--- config.mk ---
export PLATFORM = sky130hd
export DESIGN_NAME = piso_serializer
export DESIGN_NICKNAME = d
export VERILOG_FILES = /design/src/rtl/piso_serializer.sv
export SDC_FILE = /design/constraint.sdc
export NUM_CORES = 1
export LEC_CHECK = 0
export CAP_MARGIN = 30
export CORE_MARGIN = 3
export CORE_UTILIZATION = 47
export CTS_BUF_LIST = sky130_fd_sc_hd__clkbuf_8
export CTS_CLUSTER_SIZE = 30
export DETAILED_ROUTE_END_ITERATION = 10
export DONT_BUFFER_PORTS = 1
export SETUP_SLACK_MARGIN = 0.15
export SKIP_CTS_REPAIR_TIMING = 1
export SYNTH_ARGS = -nofsm -noshare
export SYNTH_HDL_FRONTEND = slang
export SYNTH_SLANG_ARGS = --single-unit
--- constraint.sdc ---
create_clock -name clk -period 2.5 [get_ports clk]
set_input_delay 0.375 -clock clk [delete_from_list [all_inputs] [get_ports clk]]
set_output_delay 0.375 -clock clk [all_outputs]
set_load 0.03 [all_outputs]
--- src/rtl/piso_serializer.sv ---
// Parallel-in/serial-out shifter for the SPI transmit path. A one-entry holding
// buffer lets the next word stream in behind the current one without a gap.
module piso_serializer #(
    parameter int DATA_WIDTH = 32,
    parameter int CNT_W      = $clog2(DATA_WIDTH)
) (
    input  logic                  clk,
    input  logic                  reset,
    input  logic [DATA_WIDTH-1:0] data_in,
    input  logic                  lsb_first,
    input  logic                  load_valid,
    output logic                  load_ready,
    input  logic                  shift_en,
    input  logic                  flush,
    output logic                  serial_out,
    output logic                  serial_valid,
    output logic                  frame_start,
    output logic                  done_tick,
    output logic                  busy
);

    typedef enum logic {IDLE, SHIFT} state_t;

    localparam logic [CNT_W-1:0] LAST_CNT = CNT_W'(DATA_WIDTH - 1);

    state_t                state, state_next;
    logic [DATA_WIDTH-1:0] shifter;
    logic [DATA_WIDTH-1:0] hold_data;
    logic [CNT_W-1:0]      cnt;
    logic                  mode;
    logic                  hold_lsb;
    logic                  hold_full;

    logic accept, consume, last_bit, load_word;

    assign accept    = load_valid && !hold_full && !flush;
    assign consume   = (state == SHIFT) && shift_en;
    assign last_bit  = consume && (cnt == LAST_CNT);
    // The held word moves into the shifter when idle or right as the last bit leaves.
    assign load_word = !flush && hold_full && ((state == IDLE) || last_bit);

    // NOTE: sequential state uses non-blocking assignments so every register
    // samples pre-edge values regardless of process evaluation order.
    always_ff @(posedge clk or negedge reset) begin
        if (!reset) state <= IDLE;
        else        state <= state_next;
    end

    // NOTE: defaults first so no path through the block leaves a latch behind.
    always_comb begin
        state_next = state;
        if (flush) begin
            state_next = IDLE;
        end else begin
            case (state)
                IDLE:    if (hold_full) state_next = SHIFT;
                SHIFT:   if (last_bit && !hold_full) state_next = IDLE;
                default: state_next = IDLE;
            endcase
        end
    end

    always_comb begin
        serial_valid = (state == SHIFT);
        load_ready   = !hold_full;
        busy         = (state == SHIFT) || hold_full;
        serial_out   = mode ? shifter[0] : shifter[DATA_WIDTH-1];
    end

    always_ff @(posedge clk or negedge reset) begin
        if (!reset) begin
            hold_data <= '0;
            hold_lsb  <= 1'b0;
            hold_full <= 1'b0;
        end else if (flush) begin
            hold_data <= '0;
            hold_lsb  <= 1'b0;
            hold_full <= 1'b0;
        end else if (accept) begin
            hold_data <= data_in;
            hold_lsb  <= lsb_first;
            hold_full <= 1'b1;
        end else if (load_word) begin
            hold_full <= 1'b0;
        end
    end

    // Bit order travels with the word via mode, so the pin can change freely mid-word.
    always_ff @(posedge clk or negedge reset) begin
        if (!reset) begin
            shifter     <= '0;
            cnt         <= '0;
            mode        <= 1'b0;
            frame_start <= 1'b0;
            done_tick   <= 1'b0;
        end else begin
            frame_start <= 1'b0;
            done_tick   <= 1'b0;
            if (flush) begin
                shifter <= '0;
                cnt     <= '0;
                mode    <= 1'b0;
            end else if (load_word) begin
                shifter     <= hold_data;
                mode        <= hold_lsb;
                cnt         <= '0;
                frame_start <= 1'b1;
                done_tick   <= last_bit;
            end else if (last_bit) begin
                shifter   <= '0;
                cnt       <= '0;
                mode      <= 1'b0;
                done_tick <= 1'b1;
            end else if (consume) begin
                shifter <= mode ? (shifter >> 1) : (shifter << 1);
                cnt     <= cnt + CNT_W'(1);
            end
        end
    end

endmodule

==> results.toml <==
[outcome]
status = "completed"

[route]
ant_nets = 0
drtIter0Drc = 108
vias = 2697
routed_wl_um = 8080
routedWlPerCell_um = 18.7
vias_per_cell = 6.26
drt-pass1-iter-count = 4
drc = 0

[final_layout]
nNetsFinal = 368
area_growth_pct = 9.53
stdcell_area_um2 = 3980
drive_gt1_share_pct = 18.1
diodes = 0

[critical_path]
cp_common_cell = "ha_1"
crit_slowest_cell = "dfrtp_1"
cp-end-kind = "register"
crit_fanout = 33
cp-start-kind = "register"
critPathMaxStageDelay_ns = 0.43
path_buf_inv = 0
path_cells = "ha_1 > and3_1 > ha_1 > a21bo_4 > and2_4 > a221o_1"
cp.arrival_ns = 2.36
cpLargestDelayFamily = "compound AO/OA/AOI/OAI gates"
path_class = "register to register"
cp.required_ns = 2.73

[yosys]
yosys_warnings = 0
synthAdderAreaFrac_pct = 0.688
synth-compound-area-share_pct = 19.8
syn_inst = 341
synthSimpleGateAreaFrac_pct = 12.5
synthXorXnorAreaFrac_pct = 0
synth_top_family_by_area = "compound AO/OA/AOI/OAI gates"
synthesis.nets = 381
synth.most_common_cell = "dfrtp_1"
synth_commonest_cells = "75 x dfrtp_1, 61 x nand3_1, 34 x a22o_1"
synth_area_leaders = "dfrtp_1 52%, mux2_2 9.3%, nand3_1 8.4%"
yosysSeqAreaShare_pct = 51.6
synthesis.area_um2 = 3640
async_flop_share_pct = 100
synth.ff_latch_count = 75
synthMuxAreaShare_pct = 10.7
synth_top_area_share_pct = 51.6
ys.flop_type = "dfrtp_1"
synth.largest_area_cell = "dfrtp_1"
synth_cell_types = 35
syn_avg_cell_area_um2 = 10.7
synth_edf_count = 0

[min_path]
hold_class = "input port to register"

[sta]
setup_tns_ns = 0
fin_crit_sh_pct = 85.3
rsz0062_at_grt = "false"
whs_ns = 0.0860
fin_crit_ns = 2.13
setup_viol = 0
relSlewSlack_pct = 54.7
skew_ns = 0.00643
clock.fmax_ghz = 0.469
maxSlewViolCount = 0
setup_ws_ns = 0.368
hold_viol_final = 0
max_slew.worst_pin.slew_ns = 0.679

[run]
drv_cap = 0

[power_and_ir_drop]
power_density_nw_per_um2 = 679
ir_drop_uv = 271
total_power_uw = 2710
power.leakage_uw = 0.00174

[floorplanning]
initial_utilization_pct = 49.4
fp.dieH_um = 94.0
die_w_um = 94.0
core_um2 = 7370
die_area_um2 = 8830
ios = 44
rows = 31

[placement]
port_buffers = 0
post-place-ws_ns = 0.399
gp_congestion = 0.842
placed_area_um2 = 3730
dp_hpwl_um = 4960

[global_route]
grt_overflow = 0
grt_pass1_wl_um = 14200
gr-usage-all-layers_pct = 20.4
grt_max_degree = 76
grt_pass1_vias = 2679
antenna_found_initial = 0

[clock_tree]
clkLatencyLatePin_ns = 0.35
cts.path.max_buffers = 2
cts_sinks = 75
cts_root_buf = "clkbuf_8"
path_clk_slew_ns = 0.07
cts_buffers = 9
tritoncts = "yes"
htree_num_levels = 3
-- registers in the layout (all words and copies together) (netlist names) --
name          cells
hold_data        32
shifter          32
cnt               5
done_tick         1
frame_start       1
hold_full         1
hold_lsb          1
mode              1
serial_valid      1
-- cell families (layout without fill, tap and decap cells) --
kind of cell / after synthesis / in the layout
adders and majority gates: 2 / 2
buffers and inverters: 38 / 29
and+or+nand+nor: 86 / 86
DFF: 75 / 75
muxes: 35 / 35
AOI/OAI and AO/OA: 105 / 105
-- cell type report --
| class | count | area (um2) |
|---|---|---|
| fill | 655 | 3390 |
| clock buffer | 10 | 138 |
| tap | 99 | 124 |
| inverter | 4 | 15.0 |
| timing repair buffer | 10 | 155 |
| multi-input combinational | 228 | 1600 |
| clock inverter | 5 | 77.6 |
| sequential | 75 | 1880 |
-- report_power, final --
| part | leakage [uW] | switching (uW) | total (uW) | internal (uW) |
|---|---|---|---|---|
| logic | 0.000619 | 186 | 327 | 140 |
| registers | 0.00101 | 65.2 | 1360 | 1300 |
| clock network | 0.000108 | 436 | 1020 | 580 |
-- cells in the final DEF, fill, tap and decap left out, types with 2 or more instances in the layout --
master / instances
inv_2: 2
a31oi_1: 30
nand4_1: 2
nand2_1: 3
ha_1: 2
buf_4: 4
dfrtp_1: 75
nand2b_1: 3
buf_16: 2
nor2_1: 3
inv_1: 2
mux2i_1: 3
mux2_2: 30
and3_1: 2
nand3_1: 61
buf_12: 3
a21oi_1: 2
clkinv_2: 2
a22o_1: 34
o21ai_0: 32
mux2_1: 2
clkbuf_8: 10
nor4_1: 2
bufinv_16: 2
nand4b_1: 2
a221o_1: 2
-- worst paths after layout --
kind,startpoint,to,slack [ns],cells after the start
min in group asynchronous,reset,hold_data[15],0.61,2
hold / removal,flush,done_tick,0.09,1
max in group asynchronous,reset,shifter[7],1.61,2
setup / recovery,cnt[0],shifter[0],0.37,6
setup reg to reg,cnt[0],shifter[0],0.37,6
hold reg to reg,hold_data[1],hold_data[1],0.51,1
-- routing by layer --
layer / up-vias / global-route usage (%) / share of wire (%)
met1: 1333 / 31.3 / 50
met4: 0 / 7.22 / 1.5
met2: 78 / 28.7 / 43
li1: 1276 / - / -
met3: 10 / 3.61 / 5.6
met5: - / 0 / 0
-- through the flow --
stage / cells / utilization (%)
finish: 431 / 54.1
global route: 431 / 54.1
CTS: 429 / 53.5
detailed placement: 414 / 50.6
global placement: 413 / 50.3
floorplan: 341 / -
-- worst reg2reg max path: stages (launching register included) --
cell,delay [ns]
dfrtp_1,0.43
ha_1,0.23
and3_1,0.19
ha_1,0.24
a21bo_4,0.36
and2_4,0.23
a221o_1,0.34
(Power assumes the default switching activity.)
